<file path="config.mk">
export PLATFORM = sky130hd
export DESIGN_NAME = seg_serial_capture_flat
export DESIGN_NICKNAME = d
export VERILOG_FILES = /design/src/rtl/seg_serial_capture_if.sv /design/src/rtl/seg_serial_capture.sv /design/src/flat_wrapper.sv
export SDC_FILE = /design/constraint.sdc
export NUM_CORES = 1
export LEC_CHECK = 0
export BUFFER_PORTS_ARGS = -buffer_cell sky130_fd_sc_hd__clkbuf_2
export CAP_MARGIN = 20
export CORE_MARGIN = 3
export CORE_UTILIZATION = 32
export DETAILED_ROUTE_END_ITERATION = 12
export PLACE_DENSITY = 0.54
export SKIP_CTS_REPAIR_TIMING = 1
export SLEW_MARGIN = 20
export SYNTH_ARGS = -nofsm -noshare
export SYNTH_HDL_FRONTEND = slang
export SYNTH_SLANG_ARGS = --single-unit
</file>
<file path="constraint.sdc">
create_clock -name clk -period 10.3 [get_ports clk]
set_clock_uncertainty 0.2 [all_clocks]
set_input_delay 1.03 -clock clk [delete_from_list [all_inputs] [get_ports clk]]
set_output_delay 1.03 -clock clk [all_outputs]
set_load 0.1 [all_outputs]
</file>
<file path="src/rtl/seg_serial_capture_if.sv">
// Serial display link (sck/rck/din) plus the decoded readback produced by the capture block.
interface seg_serial_capture_if;
  logic        seg_sck;
  logic        seg_rck;
  logic        seg_din;
  logic [31:0] dig_code;
  logic [7:0]  dig_known;
  logic [7:0]  dig_dot;
  logic        word_valid;
  logic [2:0]  word_digit;
  logic        frame_valid;
  logic        framing_err;
  logic        select_err;
  logic [7:0]  err_cnt;
  logic        link_alive;

  modport master (
    output seg_sck, seg_rck, seg_din,
    input  dig_code, dig_known, dig_dot, word_valid, word_digit,
           frame_valid, framing_err, select_err, err_cnt, link_alive
  );

  modport slave (
    input  seg_sck, seg_rck, seg_din,
    output dig_code, dig_known, dig_dot, word_valid, word_digit,
           frame_valid, framing_err, select_err, err_cnt, link_alive
  );
endinterface

</file>
<file path="src/rtl/seg_serial_capture.sv">
// Oversampling receiver for the 74HC595-style segment stream: deserialises 16-bit
// words and decodes digit select / segment pattern back into hex codes and dp flags.
module seg_serial_capture #(
  parameter int unsigned SYNC_STAGES = 2,
  parameter logic [23:0] TIMEOUT_CYC = 24'd5_000_000
) (
  input logic               clk,
  input logic               rst,
  seg_serial_capture_if.slave bus
);

  logic [2:0]                  w_pins;
  logic [SYNC_STAGES-1:0][2:0] r_sync;
  logic [2:0]                  r_in_q;
  logic [1:0]                  r_edge_d;

  logic        w_sck_rise;
  logic        w_rck_rise;
  logic [15:0] r_shreg;
  logic [15:0] w_shreg_next;
  logic [4:0]  r_bit_cnt;
  logic [4:0]  w_cnt_next;
  logic [7:0]  w_sel_n;
  logic        w_sel_ok;
  logic [2:0]  w_digit;
  logic [4:0]  w_hex;
  logic [7:0]  r_seen;
  logic [7:0]  w_seen_next;
  logic [23:0] r_timer;
  logic [23:0] w_timer_next;

  logic [31:0] r_dig_code;
  logic [7:0]  r_dig_known;
  logic [7:0]  r_dig_dot;
  logic        r_word_valid;
  logic [2:0]  r_word_digit;
  logic        r_frame_valid;
  logic        r_framing_err;
  logic        r_select_err;
  logic [7:0]  r_err_cnt;
  logic        r_link_alive;

  // Returns {hit, value} for an active-high g..a segment pattern.
  function automatic logic [4:0] hex_lookup(input logic [6:0] seg);
    case (seg)
      7'h3F:   return {1'b1, 4'h0};
      7'h06:   return {1'b1, 4'h1};
      7'h5B:   return {1'b1, 4'h2};
      7'h4F:   return {1'b1, 4'h3};
      7'h66:   return {1'b1, 4'h4};
      7'h6D:   return {1'b1, 4'h5};
      7'h7D:   return {1'b1, 4'h6};
      7'h07:   return {1'b1, 4'h7};
      7'h7F:   return {1'b1, 4'h8};
      7'h6F:   return {1'b1, 4'h9};
      7'h77:   return {1'b1, 4'hA};
      7'h7C:   return {1'b1, 4'hB};
      7'h39:   return {1'b1, 4'hC};
      7'h5E:   return {1'b1, 4'hD};
      7'h79:   return {1'b1, 4'hE};
      7'h71:   return {1'b1, 4'hF};
      default: return 5'b0_0000;
    endcase
  endfunction

  assign w_pins = {bus.seg_sck, bus.seg_rck, bus.seg_din};

  always_ff @(posedge clk or posedge rst) begin
    if (rst) begin
      r_sync   <= '0;
      r_in_q   <= '0;
      r_edge_d <= '0;
    end else begin
      r_sync   <= {r_sync[SYNC_STAGES-2:0], w_pins};
      r_in_q   <= r_sync[SYNC_STAGES-1];
      r_edge_d <= r_in_q[2:1];
    end
  end

  // A coincident sck rise is folded in before the rck check, so that bit belongs to the word.
  always_comb begin
    w_sck_rise   = r_in_q[2] & ~r_edge_d[1];
    w_rck_rise   = r_in_q[1] & ~r_edge_d[0];
    w_shreg_next = w_sck_rise ? {r_shreg[14:0], r_in_q[0]} : r_shreg;
    w_cnt_next   = (w_sck_rise && (r_bit_cnt != 5'd17)) ? r_bit_cnt + 5'd1 : r_bit_cnt;
    w_sel_n      = ~w_shreg_next[15:8];
    w_sel_ok     = (w_sel_n != 8'd0) && ((w_sel_n & (w_sel_n - 8'd1)) == 8'd0);
    w_digit      = '0;
    for (int unsigned k = 0; k < 8; k++) begin
      if (w_sel_n[k]) w_digit = 3'(k);
    end
    w_hex        = hex_lookup(~w_shreg_next[6:0]);
    w_seen_next  = r_seen | (8'd1 << w_digit);
    if (w_rck_rise)
      w_timer_next = '0;
    else if (r_timer == '1)
      w_timer_next = r_timer;
    else
      w_timer_next = r_timer + 24'd1;
  end

  always_ff @(posedge clk or posedge rst) begin
    if (rst) begin
      r_shreg       <= '0;
      r_bit_cnt     <= '0;
      r_seen        <= '0;
      r_timer       <= '0;
      r_dig_code    <= '0;
      r_dig_known   <= '0;
      r_dig_dot     <= '0;
      r_word_valid  <= 1'b0;
      r_word_digit  <= '0;
      r_frame_valid <= 1'b0;
      r_framing_err <= 1'b0;
      r_select_err  <= 1'b0;
      r_err_cnt     <= '0;
      r_link_alive  <= 1'b0;
    end else begin
      r_word_valid  <= 1'b0;
      r_frame_valid <= 1'b0;
      r_framing_err <= 1'b0;
      r_select_err  <= 1'b0;
      r_shreg       <= w_shreg_next;
      r_bit_cnt     <= w_cnt_next;
      r_timer       <= w_timer_next;
      r_link_alive  <= (w_timer_next < TIMEOUT_CYC);

      if (w_rck_rise) begin
        r_bit_cnt <= '0;
        if (w_cnt_next != 5'd16) begin
          r_framing_err <= 1'b1;
          if (r_err_cnt != 8'hFF) r_err_cnt <= r_err_cnt + 8'd1;
        end else if (!w_sel_ok) begin
          r_select_err <= 1'b1;
          if (r_err_cnt != 8'hFF) r_err_cnt <= r_err_cnt + 8'd1;
        end else begin
          r_dig_code[{w_digit, 2'b00} +: 4] <= w_hex[4] ? w_hex[3:0] : 4'h0;
          r_dig_known[w_digit]              <= w_hex[4];
          r_dig_dot[w_digit]                <= ~w_shreg_next[7];
          r_word_valid                      <= 1'b1;
          r_word_digit                      <= w_digit;
          if (w_seen_next == 8'hFF) begin
            r_frame_valid <= 1'b1;
            r_seen        <= '0;
          end else begin
            r_seen <= w_seen_next;
          end
        end
      end
    end
  end

  assign bus.dig_code    = r_dig_code;
  assign bus.dig_known   = r_dig_known;
  assign bus.dig_dot     = r_dig_dot;
  assign bus.word_valid  = r_word_valid;
  assign bus.word_digit  = r_word_digit;
  assign bus.frame_valid = r_frame_valid;
  assign bus.framing_err = r_framing_err;
  assign bus.select_err  = r_select_err;
  assign bus.err_cnt     = r_err_cnt;
  assign bus.link_alive  = r_link_alive;

endmodule

</file>
<file path="src/flat_wrapper.sv">
// flat-port wrapper written by rule: the top's interface ports become plain ports
module seg_serial_capture_flat 
#(
  parameter int unsigned SYNC_STAGES = 2,
  parameter logic [23:0] TIMEOUT_CYC = 24'd5_000_000
)
  (clk, rst, bus_seg_sck, bus_seg_rck, bus_seg_din, bus_dig_code, bus_dig_known, bus_dig_dot, bus_word_valid, bus_word_digit, bus_frame_valid, bus_framing_err, bus_select_err, bus_err_cnt, bus_link_alive);
  seg_serial_capture_if bus_i ();
  input logic clk;
  input logic rst;
  input wire logic [$bits(bus_i.seg_sck)-1:0] bus_seg_sck;
  input wire logic [$bits(bus_i.seg_rck)-1:0] bus_seg_rck;
  input wire logic [$bits(bus_i.seg_din)-1:0] bus_seg_din;
  output wire logic [$bits(bus_i.dig_code)-1:0] bus_dig_code;
  output wire logic [$bits(bus_i.dig_known)-1:0] bus_dig_known;
  output wire logic [$bits(bus_i.dig_dot)-1:0] bus_dig_dot;
  output wire logic [$bits(bus_i.word_valid)-1:0] bus_word_valid;
  output wire logic [$bits(bus_i.word_digit)-1:0] bus_word_digit;
  output wire logic [$bits(bus_i.frame_valid)-1:0] bus_frame_valid;
  output wire logic [$bits(bus_i.framing_err)-1:0] bus_framing_err;
  output wire logic [$bits(bus_i.select_err)-1:0] bus_select_err;
  output wire logic [$bits(bus_i.err_cnt)-1:0] bus_err_cnt;
  output wire logic [$bits(bus_i.link_alive)-1:0] bus_link_alive;
  assign bus_i.seg_sck = bus_seg_sck;
  assign bus_i.seg_rck = bus_seg_rck;
  assign bus_i.seg_din = bus_seg_din;
  assign bus_dig_code = bus_i.dig_code;
  assign bus_dig_known = bus_i.dig_known;
  assign bus_dig_dot = bus_i.dig_dot;
  assign bus_word_valid = bus_i.word_valid;
  assign bus_word_digit = bus_i.word_digit;
  assign bus_frame_valid = bus_i.frame_valid;
  assign bus_framing_err = bus_i.framing_err;
  assign bus_select_err = bus_i.select_err;
  assign bus_err_cnt = bus_i.err_cnt;
  assign bus_link_alive = bus_i.link_alive;
  seg_serial_capture #(.SYNC_STAGES(SYNC_STAGES), .TIMEOUT_CYC(TIMEOUT_CYC)) u_core (.clk(clk), .rst(rst), .bus(bus_i));
endmodule
</file>
==> results of run 1 <==
## flip-flops by register name (all words and copies together) (netlist names), 5 cells and up
register and flops:
u_core.r_shreg 16, u_core.bus.dig_code 32, u_core.bus.err_cnt 8, u_core.r_bit_cnt 5
u_core.bus.dig_known 8, u_core.r_timer 24, u_core.r_sync 6, u_core.r_seen 8
u_core.bus.dig_dot 8
## stage by stage
step | cell area, um^2 | cells | setup WS, ns
2_1_floorplan | 6800 | 639 | 5.66
3_3_place_gp | 7370 | 952 | 6.25
3_5_place_dp | 7370 | 952 | 6.08
4_1_cts | 7920 | 984 | 6.06
5_1_grt | 7920 | 984 | 5.78
6_report | 7920 | 984 | 6.01
## power by group through the flow
| stage | Sequential (W) | Combinational (W) | Clock (W) |
|---|---|---|---|
| floorplan | 0.000663 | 0.000167 | 0 |
| global placement | 0.000602 | 0.000295 | 0 |
| detailed placement | 0.000604 | 0.000300 | 0 |
| CTS | 0.000595 | 0.000302 | 0.000578 |
| global route | 0.000604 | 0.000329 | 0.000601 |
| finish | 0.000596 | 0.000300 | 0.000563 |
## routing by layer
metal	vias up	part of all wire, %	wire [um]
li1	2436	-	-
met1	2505	46	7160
met2	131	48	7520
met3	17	5.4	842
met4	0	0.94	148
met5	-	0	0
## kinds of logic (layout without fill, tap and decap cells)
kind of cell	after synthesis	count (layout)	share of synthesized area, %
xor gates and xnor gates	32	32	4.12
buffers and inverters	67	142	4.16
muxes	69	69	11.1
DFF	128	128	47.1
AOI/OAI and AO/OA	88	88	8.89
adders and majority gates	11	11	1.99
and+or+nand+nor	244	244	22.7
## worst max-delay path, delay by kind of cell (launching register included)
| family | cells | cell delay (ns) |
|---|---|---|
| flops | 1 | 0.42 |
| mux | 2 | 0.80 |
| compound gates | 1 | 0.23 |
| simple gates | 5 | 1.97 |
| fa+ha+maj | 2 | 0.56 |
## final cells by class
class / count / share of cell area [%]
clock buffers: 20 / 5.76
clock inverters: 12 / 1.25
inverters: 39 / 1.88
multi-input cells: 444 / 41.8
flip-flops and latches: 128 / 40.4
well taps: 270 / 4.26
repair buffers: 71 / 4.58
## Yosys cell counts, drive strengths merged (17+ instances only)
cell type and count:
nand3 24, mux2i 20, a21oi 24, nand2 56
mux2 49, nor4 25, xnor2 18, nand4 19
inv 38, or4 17, nor2 40, dfrtp 128
## how the worst max path moves through the flow
| stage | from | cells past startpoint | end |
|---|---|---|---|
| 5_1_grt | u_core.r_edge_d[1] | 11 | u_core.r_seen[1] |
| 3_3_place_gp | u_core.r_edge_d[1] | 10 | u_core.bus.dig_code[27] |
| 4_1_cts | u_core.r_edge_d[1] | 10 | u_core.bus.dig_code[27] |
| 6_report | u_core.r_edge_d[1] | 10 | u_core.bus.dig_code[16] |
| 3_5_place_dp | u_core.r_edge_d[1] | 10 | u_core.bus.dig_code[16] |
| 2_1_floorplan | rst | 1 | u_core.bus.dig_code[0] |
==> results.toml, run 1 <==
[power]
peakVddDrop_uv = 110
power_frac_clock_pct = 38.6
p_leak_nw = 3.67
swShare_pct = 35.0
pwr-share-seq_pct = 40.9
power_switching_w = 0.000511
p_comb_share_pct = 20.6
p_int_w = 0.000947
p_per_area_mw_per_mm2 = 184
total_power_w = 0.00146

[worst_setup_path]
ff2ff_setup_slack_ns = 6.01
crit_fanout = 21
cp.arrival_ns = 4.39
slowest_stage = "nand2b_1"
max_stage_delay_ns = 0.66
endpoint_kind = "flip-flop"
r2r-end = "u_core.bus.dig_code[16]"
reg2reg_from = "u_core.r_edge_d[1]"
path_cells = "nand2b_1 -> mux2_2 -> a31oi_1 -> or2_1 -> ha_1 -> ha_1 -> nand2b_1 -> or4_1 -> nor4_4 -> mux2_2"
critPathKind = "reg -> reg"
critPathRequiredTime_ns = 10.40
rr_worst_depth = 10
start_kind = "flip-flop"

[logic_synthesis]
async_reset_ff_share_pct = 100
synth_top_area_share_pct = 47.1
synth_edf_count = 0
ys_types = 69
seq_area_frac_synth_pct = 47.1
syn_area_per_cell_um2 = 10.6
syn_area_mm2 = 0.00680
syn_nets = 654
synthFlopType = "dfrtp_1"
synth_largest_area_cell = "dfrtp_1"
ys_seq_elements = 128
postSynthCellCount = 639
ys_warn_count = 0
synth_area_leaders = "dfrtp_1 (47%), mux2_2 (8.1%), nand2_1 (3.0%)"

[global_route]
grt_util_all_layers_pct = 14.2
grt_first_pass_wirelength_mm = 26.2
use_met1_pct = 18.9
antenna_found_initial = 0
grt_start_max_net_pins = 67
grt.busiest_layer = "met2"
grt_pass1_vias = 5059
gr-total-overflow = 0
grt_util_met2_pct = 22.8
met3_usage_pct = 4.22

[finish]
synthToLayoutAreaGrowth_pct = 16.5
fill_cells = 2046
drive_gt1_share_pct = 25.5
final_util_pct = 38.5
fin_nets = 716
layout_common_cells = "dfrtp_1 (128), clkbuf_2 (68), nand2_1 (54)"
seqCellArea_mm2 = 0.00320
diodes = 0
layout_commonest_cell = "dfrtp_1"
multi_input_area_mm2 = 0.00332

[route]
num_vias = 5089
firstDrtPassIters = 5
wl_per_cell_um = 15.9
drc = 0
drt_iter0_drc = 271
ant_nets = 0
routed_wl_mm = 15.7
drt-vias-per-instance = 5.17

[clock_network]
htree_levels = 4
insertion_delay_ns = 0.42
cts_buffers = 17
cts_tree = "yes"
root_buffer = "clkbuf_16"
clock-sinks = 128
clk_path_buf_depth = 2
path_clk_slew_ns = 0.06

[sta]
hold_slack_ns = 0.148
relSlewSlack_pct = 43.9
drv_slew = 0
hold_viol = 0
rsz0062_at_grt = "false"
fmax_ghz = 0.233
setup_viol = 0
fin_crit_sh_pct = 41.6
tns_ns = 0
worst_pin_slew_ns = 0.818
layout_min_cycle_time_ns = 4.29

[die]
fp.dieH_um = 152
initial_core_util_pct = 33.1
dieWidth_um = 152
design.core.area_mm2 = 0.0206
io_pins = 69
dieArea_mm2 = 0.0230
rows = 52

[min_path]
holdPathEnd = "u_core.r_sync[3]"
min_from = "u_core.r_sync[0]"
hold_path_class = "reg -> reg"
worstHoldPathCells = 0

[place]
gp_congestion = 0.859
io_buffers = 68
dp_hpwl_mm = 11.1

[job]
drv_cap = 0

[run_status]
status = "completed"
(Power assumes the default switching activity.)
==> run 2, diff against run 1 <==
ABC_AREA = 1   (was default)
PLACE_DENSITY = 0.55   (was 0.54)
clock period = 3.54 ns   (was 10.3 ns; I/O delays follow)
==> run 2 against run 1 <==
  * First-iteration DRC count rose by 7.0%
  * Combinational power increased to 2.7 times the previous value
  * Clock power increased to 3.3 times the previous value
  * Highest routed layer unchanged
  * Hold slack got worse by 0.0049 ns
  * Sequential cell count stayed put
  * Non-clock buffer count up 16
  * Largest power group is now clock
  * Total power rose to 3.0 times the previous value
==> results.toml, run 2 <==
[finish]
synthToLayoutAreaGrowth_pct = 19.1
diodes = 0
drive_gt1_share_pct = 16.8
fin_nets = 1047
fin_cells = 1319
final_util_pct = 39.5
largest_register_ffs = 32
stdcell_area_mm2 = 0.00843
layout_commonest_cell = "nand2_1"
layout_common_cells = "nand2_1 (300), dfrtp_1 (128), inv_1 (115)"

[route]
wl_per_cell_um = 13.4
drt-vias-per-instance = 4.66
ant_nets = 0
num_vias = 6141
routed_wl_mm = 17.7
drc = 0
drt_iter0_drc = 290
firstDrtPassIters = 5

[worst_setup_path]
slowest_stage = "dfrtp_1"
cp.arrival_ns = 3.38
max_stage_delay_ns = 0.41
critPathKind = "reg -> reg"
crit_start = "u_core.r_edge_d[1]"
reg2reg_from = "u_core.r_edge_d[1]"
ff2ff_setup_slack_ns = 0.28
r2r-end = "u_core.bus.dig_code[3]"
endpoint_kind = "flip-flop"
rr_worst_depth = 16
start_kind = "flip-flop"
path_cells = "inv_2 -> nand2_4 -> o21ai_1 -> nand2_2 -> inv_1 -> a21oi_1 -> ha_1 -> ha_1 -> buf_4 -> nand2_1 -> inv_1 -> nand2_1 -> nor2_1 -> nand4_1 -> nand2_1 -> inv_1"
crit_family = "simple AND/OR/NAND/NOR gates"
path_buf_inv = 5
crit_fanout = 19
critPathRequiredTime_ns = 3.66

[min_path]
holdPathEnd = "u_core.r_sync[5]"
hold_path_class = "reg -> reg"
worstHoldPathCells = 0
min_from = "u_core.r_sync[2]"

[global_route]
grt_start_max_net_pins = 37
antenna_found_initial = 0
gr-total-overflow = 0
grt_pass1_vias = 5845
grt_first_pass_wirelength_mm = 29.8
grt_util_all_layers_pct = 15.5

[sta]
fmax_ghz = 0.307
setup_viol = 0
fin_crit_sh_pct = 92.1
worst_pin_slew_ns = 0.961
relSlewSlack_pct = 35.5
hold_slack_ns = 0.143
rsz0062_at_grt = "false"
hold_viol = 0
layout_min_cycle_time_ns = 3.26
drv_slew = 0
tns_ns = 0

[logic_synthesis]
seq_area_frac_synth_pct = 45.2
synth_edf_count = 0
synth.most_common_cell = "nand2_1"
synth_largest_area_cell = "dfrtp_1"
synth_area_leaders = "dfrtp_1 (45%), nand2_1 (16%), inv_1 (6.1%)"
ys_warn_count = 0
ys_top_cells_by_count = "nand2_1 (300), dfrtp_1 (128), inv_1 (116)"
synthFlopType = "dfrtp_1"
syn_area_per_cell_um2 = 7.50
ys_types = 43
async_reset_ff_share_pct = 100
syn_nets = 959
postSynthCellCount = 944
syn_area_mm2 = 0.00708
ys_seq_elements = 128
synth_top_area_share_pct = 45.2

[clock_network]
insertion_delay_ns = 0.42
root_buffer = "clkbuf_16"
path_clk_slew_ns = 0.06
cts_tree = "yes"
clk_path_buf_depth = 2
clock-sinks = 128
htree_levels = 4
cts_buffers = 17

[place]
place_area_mm2 = 0.00776
place_inst = 1284
io_buffers = 68
dp_hpwl_mm = 13.2
gp_congestion = 0.869

[die]
design.core.area_mm2 = 0.0214
dieWidth_um = 155
fp.dieH_um = 155
initial_core_util_pct = 33.2
dieArea_mm2 = 0.0240
io_pins = 69
rows = 53

[power]
p_leak_nw = 4.47
peakVddDrop_uv = 231
p_per_area_mw_per_mm2 = 515

[run_status]
status = "completed"

[job]
drv_cap = 0
run 2: cell types whose count changed in the layout (fill, tap and decap cells not counted), sizes merged, moves of 11 or more:
cell    previous run  this run
nand3             24        72
nand2             56       315
nand2b            11         0
nor2              40       130
nor4              25         0
inv               44       121
xnor2             18         7
mux2              49         0
mux2i             20         0
o21ai             15        60
buf                3        15
or4               17         0
run 2: cells by family (layout without fill, tap and decap cells):
logic type                 count (synthesis)  count (layout)  share of synthesized area [%]
AOI/OAI and AO/OA                         94              94                           7.39
DFF                                      128             128                           45.2
buffers and inverters                    142             242                           8.52
and+or+nand+nor                          559             559                           35.7
adders and majority gates                 10              10                           1.77
xor gates and xnor gates                  11              11                           1.36
run 2: worst max-delay path by stage:
stage               cells after the start                      end  slack [ns]
floorplan                              17  u_core.bus.dig_code[10]        0.48
global placement                       16   u_core.bus.dig_code[3]        0.35
detailed placement                     13  u_core.bus.dig_code[26]        0.27
CTS                                    13  u_core.bus.dig_code[26]        0.26
global route                           15   u_core.bus.dig_code[0]        0.02
finish                                 16   u_core.bus.dig_code[3]        0.28
run 2: area by class of cell:
type	count	area, um^2
sequential	128	3200
multi-input combinational	674	3280
clock buffer	18	439
fill	2214	12900
timing repair buffer	87	505
tap	275	344
inverter	124	473
clock inverter	13	188
run 2: stage by stage:
| stage | worst slack, ns | total power (W) |
|---|---|---|
| 2_1_floorplan | 0.485 | 0.00231 |
| 3_5_place_dp | 0.265 | 0.00249 |
| 3_3_place_gp | 0.350 | 0.00249 |
| 6_report | 0.280 | 0.00435 |
| 5_1_grt | 0.0206 | 0.00457 |
| 4_1_cts | 0.260 | 0.00439 |
run 2: report_power, final:
group	internal, W	switching, W	leakage (nW)
combinational	0.000190	0.000630	2.44
clock	0.00119	0.000686	0.298
sequential	0.00156	0.0000886	1.72
total	0.00294	0.00141	4.47
run 2: routing by layer:
layer	global-route usage, %	vias to the layer above	share of wire, %
li1	-	3141	-
met1	21.1	2846	47
met2	24.8	130	47
met3	3.55	24	5.1
met4	4.42	0	1.4
met5	0	-	0
run 2: worst register-to-register path, stage by stage (launching register included):
cell and delay (ns):
dfrtp_1 0.41, inv_2 0.08, nand2_4 0.13, o21ai_1 0.36, nand2_2 0.14, inv_1 0.12, a21oi_1 0.12, ha_1 0.23
ha_1 0.30, buf_4 0.19, nand2_1 0.06, inv_1 0.07, nand2_1 0.06, nor2_1 0.38, nand4_1 0.15, nand2_1 0.10
inv_1 0.04
